$ cat config.mk
export PLATFORM = sky130hd
export DESIGN_NAME = ps2_kbd_event_rx
export DESIGN_NICKNAME = d
export VERILOG_FILES = /design/src/rtl/ps2_kbd_event_rx.sv
export SDC_FILE = /design/constraint.sdc
export NUM_CORES = 1
export LEC_CHECK = 0
export CORE_MARGIN = 8
export CORE_UTILIZATION = 45
export CTS_CLUSTER_SIZE = 30
export DETAILED_ROUTE_END_ITERATION = 10
export GPL_ROUTABILITY_DRIVEN = 0
export PLACE_DENSITY = 0.72
export RECOVER_POWER = 25
export REMOVE_ABC_BUFFERS = 1
export SETUP_SLACK_MARGIN = 0.1
export SLEW_MARGIN = 20
export SYNTH_ARGS = -nofsm -noshare
export SYNTH_HDL_FRONTEND = slang
export SYNTH_SLANG_ARGS = --single-unit
$ cat constraint.sdc
create_clock -name clk -period 3.3 [get_ports clk]
set_input_delay 0.33 -clock clk [delete_from_list [all_inputs] [get_ports clk]]
set_output_delay 0.33 -clock clk [all_outputs]
set_load 0.005 [all_outputs]
$ cat src/rtl/ps2_kbd_event_rx.sv
// PS/2 keyboard receiver: deframes 11-bit frames, folds E0/F0 prefixes into
// {ext, brk, code} events and buffers them in a FIFO popped by the host.
module ps2_kbd_event_rx #(
    parameter int FIFO_DEPTH  = 8,
    parameter int SYNC_STAGES = 3,
    parameter int TIMEOUT_CYC = 50000,
    parameter int CNT_W       = 12
) (
    input  logic             clk,
    input  logic             clrn,
    input  logic             ps2_clk,
    input  logic             ps2_data,
    input  logic             nextdata_n,
    output logic [7:0]       data,
    output logic             ext,
    output logic             brk,
    output logic             ready,
    output logic             overflow,
    output logic             frame_err,
    output logic [CNT_W-1:0] key_count
);
    localparam int AW = $clog2(FIFO_DEPTH);
    localparam int TW = $clog2(TIMEOUT_CYC + 1);

    typedef struct packed {
        logic       ext;
        logic       brk;
        logic [7:0] code;
    } kbd_evt_t;

    typedef enum logic [1:0] {IDLE, EXT, BRK, EXTBRK} dec_state_t;

    logic [SYNC_STAGES-1:0] clk_sync, dat_sync;
    logic                   clk_prev;
    logic                   fall, din;

    always_ff @(posedge clk or negedge clrn) begin
        if (!clrn) begin
            clk_sync <= '1;
            dat_sync <= '1;
            clk_prev <= 1'b1;
        end else begin
            clk_sync <= {clk_sync[SYNC_STAGES-2:0], ps2_clk};
            dat_sync <= {dat_sync[SYNC_STAGES-2:0], ps2_data};
            clk_prev <= clk_sync[SYNC_STAGES-1];
        end
    end

    assign fall = clk_prev & ~clk_sync[SYNC_STAGES-1];
    assign din  = dat_sync[SYNC_STAGES-1];

    // sr holds start..parity; the stop bit is taken live from din on the 11th edge
    logic [9:0]    sr;
    logic [3:0]    bitcnt;
    logic [TW-1:0] idle_cnt;
    logic          frame_last, frame_ok;
    logic [7:0]    rx_byte;

    assign frame_last = fall && (bitcnt == 4'd10);
    assign frame_ok   = frame_last && !sr[0] && din && (^sr[9:1]);
    assign rx_byte    = sr[8:1];

    always_ff @(posedge clk or negedge clrn) begin
        if (!clrn) begin
            sr        <= '0;
            bitcnt    <= '0;
            idle_cnt  <= '0;
            frame_err <= 1'b0;
        end else begin
            frame_err <= frame_last && !frame_ok;
            if (fall) begin
                sr       <= {din, sr[9:1]};
                bitcnt   <= frame_last ? 4'd0 : bitcnt + 4'd1;
                idle_cnt <= '0;
            end else if (bitcnt != 4'd0) begin
                if (idle_cnt == TW'(TIMEOUT_CYC - 1)) begin
                    bitcnt   <= '0;
                    idle_cnt <= '0;
                end else begin
                    idle_cnt <= idle_cnt + 1'b1;
                end
            end else begin
                idle_cnt <= '0;
            end
        end
    end

    dec_state_t state, state_nxt;
    logic       push;
    kbd_evt_t   wevt;

    always_ff @(posedge clk or negedge clrn) begin
        if (!clrn) state <= IDLE;
        else       state <= state_nxt;
    end

    always_comb begin
        state_nxt = state;
        if (frame_last && !frame_ok) begin
            state_nxt = IDLE;
        end else if (frame_ok) begin
            case (state)
                IDLE:    state_nxt = (rx_byte == 8'hE0) ? EXT :
                                     (rx_byte == 8'hF0) ? BRK : IDLE;
                EXT:     state_nxt = (rx_byte == 8'hE0) ? EXT :
                                     (rx_byte == 8'hF0) ? EXTBRK : IDLE;
                default: state_nxt = IDLE;
            endcase
        end
    end

    // In BRK/EXTBRK any byte, prefixes included, is taken as the code
    always_comb begin
        push     = 1'b0;
        wevt.ext = (state == EXT) || (state == EXTBRK);
        wevt.brk = (state == BRK) || (state == EXTBRK);
        wevt.code = rx_byte;
        if (frame_ok) begin
            case (state)
                IDLE, EXT: push = (rx_byte != 8'hE0) && (rx_byte != 8'hF0);
                default:   push = 1'b1;
            endcase
        end
    end

    kbd_evt_t      mem [FIFO_DEPTH];
    kbd_evt_t      head_q;
    logic [AW:0]   wr_ptr, rd_ptr, rd_nxt;
    logic          empty, full, pop_ok, push_ok, drop;

    assign empty   = (wr_ptr == rd_ptr);
    assign full    = (wr_ptr[AW] != rd_ptr[AW]) && (wr_ptr[AW-1:0] == rd_ptr[AW-1:0]);
    assign pop_ok  = ~nextdata_n & ~empty;
    assign push_ok = push & (~full | pop_ok);
    assign drop    = push & full & ~pop_ok;
    assign rd_nxt  = rd_ptr + {{AW{1'b0}}, pop_ok};

    always_ff @(posedge clk) begin
        if (push_ok) mem[wr_ptr[AW-1:0]] <= wevt;
    end

    // Head register bypasses the write so a push into an empty FIFO shows next cycle
    always_ff @(posedge clk or negedge clrn) begin
        if (!clrn) begin
            wr_ptr    <= '0;
            rd_ptr    <= '0;
            head_q    <= '0;
            overflow  <= 1'b0;
            key_count <= '0;
        end else begin
            rd_ptr <= rd_nxt;
            if (push_ok) wr_ptr <= wr_ptr + 1'b1;
            head_q <= (push_ok && (wr_ptr[AW-1:0] == rd_nxt[AW-1:0])) ? wevt : mem[rd_nxt[AW-1:0]];
            if (drop)        overflow <= 1'b1;
            else if (pop_ok) overflow <= 1'b0;
            if (push_ok && !wevt.brk) key_count <= key_count + 1'b1;
        end
    end

    assign data  = head_q.code;
    assign ext   = head_q.ext;
    assign brk   = head_q.brk;
    assign ready = ~empty;
endmodule

==> results by stage, run 1 <==
STA:
- The setup TNS is 0 ns.
- The clock arrives with 0.00731 ns of skew.
- The share of the clock period used by the worst path is 87.7%.
- The post-layout minimum cycle time is 2.89 ns.
- Measured against its own limit, the worst slew margin works out to 25.7%.
- Setup repair after global routing left no endpoint under its margin.
- Setup violations remaining at the end of the flow were counted as 0.
- The maximum frequency from static timing analysis is 346 MHz.
- The max-slew violation count is 0.
- After layout, the worst setup slack is 0.406 ns.
- The final hold violation count is 0.
- The transition at the pin with the smallest max-transition slack is 1.11 ns.

Power:
- The leakage power figure is 2.97 nW.
- The maximum resistive drop on vdd is 0.000436 V.
- The cell area power density is 786 mW/mm².

Status:
- The run finished with clean final reports.

Drt:
- The via count is 3577.
- Summed over all layers, the routed wires come to 12100 µm.
- The number of nets still failing antenna checks after routing is 0.
- The number of remaining DRC errors is 0.
- For this block, the initial DRC count from the detailed router was 214.
- Dividing the detail-routed wire length by the instance count gives 17.9 µm.
- The detailed-router iteration count before antenna repair is 4.
- After detailed routing, the number of vias per cell comes to 5.32.

Yosys:
- In the synthesized netlist the dominant register cell turns out to be sky130_fd_sc_hd__edfxtp_1.
- The mean instance size in the synthesized netlist is 14.9 µm².
- After synthesis, flip-flops and latches occupy 65.1% of the total area.
- The mapped netlist covers 0.00643 mm².
- After synthesis, the share of flip-flops with an asynchronous set or reset is 47.0%.
- The total number of yosys warnings is 0.
- The distinct cell type count of the synthesized netlist is 52.
- After technology mapping, the gate count stands at 432.
- Synthesis inferred 151 register bits.
- The number of flops mapped to enable cells by yosys is 80.

Worst setup path:
- The start-to-end type of the worst setup path is reg2reg.
- The stage delay of the slowest cell on the critical path is 0.47 ns.
- The endpoint kind of the worst setup timing path is a register.
- Together, buffers and inverters on the worst path number 2.
- The total number of cells along the worst setup path is 8.
- The path depth of the worst reg2reg path is 8.
- STA puts the critical path data required time at 3.42 ns.
- The critical path's slowest cell is sky130_fd_sc_hd__dfrtp_1.
- STA puts the critical path data arrival time at 3.01 ns.
- Of all nets on the critical path, the largest fanout is 10.
- Walking the worst path, the cells encountered are inv_1 -> ha_1 -> xnor3_2 -> xnor2_2 -> a2111oi_4 -> nand2b_1 -> nor3_1 -> buf_4.
- The cell family with the largest share of critical-path delay is XOR/XNOR gates.
- The sort of element at the start of the critical path is a register.

Place:
- Summing all placed instances gives a cell area of 0.00700 mm².
- The pre-CTS setup slack is 0.401 ns.
- Once detailed placement completed, the half-perimeter wirelength came to 7580 µm.
- Input and output buffers added on the ports amount to 29.

Layout:
- The area of the multi-input gates is 0.00211 mm².
- The layout cell share with drive strength beyond 1 is 20.5%.
- The layout net count is 498.
- The register cell area after layout is 0.00419 mm².
- After routing the design area is 0.00766 mm².
- Leaving out fill and tap cells, the most frequent cells in the layout are 80 x sky130_fd_sc_hd__edfxtp_1, 64 x sky130_fd_sc_hd__dfrtp_1, 37 x sky130_fd_sc_hd__nand2_1.
- Leaving out fill and tap cells, the most frequent cell in the layout is sky130_fd_sc_hd__edfxtp_1.
- 0 antenna diodes ended up in the layout.
- The total of fill cells in the finished design is 1110.
- From synthesis to final layout, the design area changed by 19.0%.

Floorplanning:
- Once the floorplan was initialized, standard cells occupied 46.2% of the core.
- The overall die height is 136 µm.
- For this design the top-level I/O count stands at 30.
- The die covers 0.0184 mm².
- The placeable core area is 0.0139 mm².
- The floorplan has 43 rows.
- From left edge to right edge, the die measures 136 µm.

GRT:
- For this run the aggregate overflow at the end of global routing stands at 0.
- For this run, the total global-route usage over all layers was measured as 14.0%.
- The number of antenna violations at the first check in global routing was 0.
- The number of global-route vias before repair is 3731.
- The pin count of the biggest net entering global routing is 72.
- The first global-routing pass estimated 19500 µm of wire.

Clocking:
- The clock sink total is 151.
- The post-CTS setup-driven buffer insertion count is 0.
- After clock tree synthesis, the clock-pin slew on the worst setup and hold paths is 0.06 ns.
- CTS built an H-tree with a depth of 4.
- The worst-case clock buffer depth is 2.
- At the later pin of the worst-skew pair, clock insertion delay measures 0.42 ns.
- Counting the buffers created by CTS gives 17.
- TritonCTS built the clock tree.
- CTS placed an instance of sky130_fd_sc_hd__clkbuf_16 at the clock tree root.

Job:
- Max-cap violations in this run came to 0.

Hold path:
- The path class of the tightest hold or removal check is reg2reg.
- Counting instances, the worst hold path has a depth of 0.
[per-layer routing]
metal | part of all wire, % | global-route usage [%] | routed length (µm) | vias to the layer above
li1 | - | - | - | 1668
met1 | 45 | 16.6 | 5430 | 1850
met2 | 50 | 23.5 | 6050 | 46
met3 | 3.3 | 3.71 | 397 | 13
met4 | 1.5 | 6.23 | 184 | 0
met5 | 0 | 0 | 0 | -
[synth_stat cells (2+ instances only)]
cell                       instances  area (µm²)
sky130_fd_sc_hd__nand2b_1          4        25.0
sky130_fd_sc_hd__or3_1             2        12.5
sky130_fd_sc_hd__nor3_1            9        45.0
sky130_fd_sc_hd__nor4_1            3        18.8
sky130_fd_sc_hd__xnor2_1          14         123
sky130_fd_sc_hd__dfstp_2           7         184
sky130_fd_sc_hd__nand4_1           6        37.5
sky130_fd_sc_hd__edfxtp_1         80        2400
sky130_fd_sc_hd__clkbuf_1          8        30.0
sky130_fd_sc_hd__nor4b_2           2        30.0
sky130_fd_sc_hd__mux2i_1          11         110
sky130_fd_sc_hd__xor2_1           25         219
sky130_fd_sc_hd__o31ai_1           2        15.0
sky130_fd_sc_hd__nand2_1          37         139
sky130_fd_sc_hd__and4_1            2        17.5
sky130_fd_sc_hd__nor4_4            2        42.5
sky130_fd_sc_hd__mux2_2           12         135
sky130_fd_sc_hd__inv_1            12        45.0
sky130_fd_sc_hd__nor2_1           33         124
sky130_fd_sc_hd__nor3b_1           2        15.0
sky130_fd_sc_hd__o21ai_0           8        40.0
sky130_fd_sc_hd__dfrtp_1          64        1600
sky130_fd_sc_hd__nand3_1          17        85.1
sky130_fd_sc_hd__a21oi_1           3        15.0
sky130_fd_sc_hd__ha_1             13         163
sky130_fd_sc_hd__mux4_2           20         450
sky130_fd_sc_hd__buf_2             9        45.0
[flip-flops by register name, summed over array words and instances (netlist names)]
register and cells:
mem 80, clk_prev 1, data 8, overflow 1, sr 10, dat_sync 3
frame_err 1, clk_sync 3, brk 1, idle_cnt 16, ext 1, wr_ptr 4
state 2, bitcnt 4, rd_ptr 4, key_count 12
[cell families (layout without fill, tap and decap cells)]
| group | count (synthesis) | after routing | synth area share (%) |
|---|---|---|---|
| AOI/OAI and AO/OA | 20 | 20 | 2.33 |
| xor gates and xnor gates | 42 | 42 | 6.18 |
| DFF | 151 | 151 | 65.1 |
| adders and majority gates | 13 | 13 | 2.53 |
| muxes | 43 | 43 | 10.8 |
| buffers and inverters | 31 | 92 | 2.10 |
| and+or+nand+nor | 132 | 132 | 11.0 |
[path summary, 6_finish.rpt]
kind | slack (ns) | from | end
setup / recovery | 0.41 | sr[1] | mem[0][5]
max in group asynchronous | 1.77 | clrn | dat_sync[0]
min in group asynchronous | 0.64 | clrn | ext
hold reg to reg | 0.35 | dat_sync[1] | dat_sync[2]
hold / removal | 0.35 | dat_sync[1] | dat_sync[2]
setup reg to reg | 0.41 | sr[1] | mem[0][5]
[final cells by class]
class                   instances  area share, %
multi-input cells             250           27.6
clock inverters                14           2.57
clock buffers                  18           5.60
inverters                      12          0.588
repair buffers                 48           6.03
flip-flops and latches        151           54.7
well taps                     180           2.94
[stage by stage]
stage / util, % / power [mW] / hold slack (ns) / std cells
floorplan: - / 3.52 / 0.0344 / 413
global placement: 50.2 / 4.00 / 0.346 / 639
detailed placement: 50.2 / 4.05 / 0.348 / 639
CTS: 54.7 / 6.09 / 0.0912 / 671
global route: 55.0 / 6.30 / 0.364 / 673
finish: 55.0 / 6.02 / 0.355 / 673
[where the power goes]
group / switching [mW] / internal [mW]
registers: 0.173 / 2.20
clock network: 0.763 / 1.27
logic: 0.732 / 0.882
total: 1.67 / 4.35
[timing repair]
item | CTS | global route
gates resized for setup | 0 | 0
endpoints found under the hold margin | 0 | 13
hold buffers | 0 | 1
No activity file was read; power rests on OpenSTA's default activity.
==> inputs of run 2 (changes only) <==
--- a/config.mk
+++ b/config.mk
@@ -18,3 +18,4 @@
 export SYNTH_ARGS = -nofsm -noshare
 export SYNTH_HDL_FRONTEND = slang
 export SYNTH_SLANG_ARGS = --single-unit
+export TNS_END_PERCENT = 1
==> results of run 2 <==
Same layout as run 1: the final DEF is identical, and so are final timing and power.
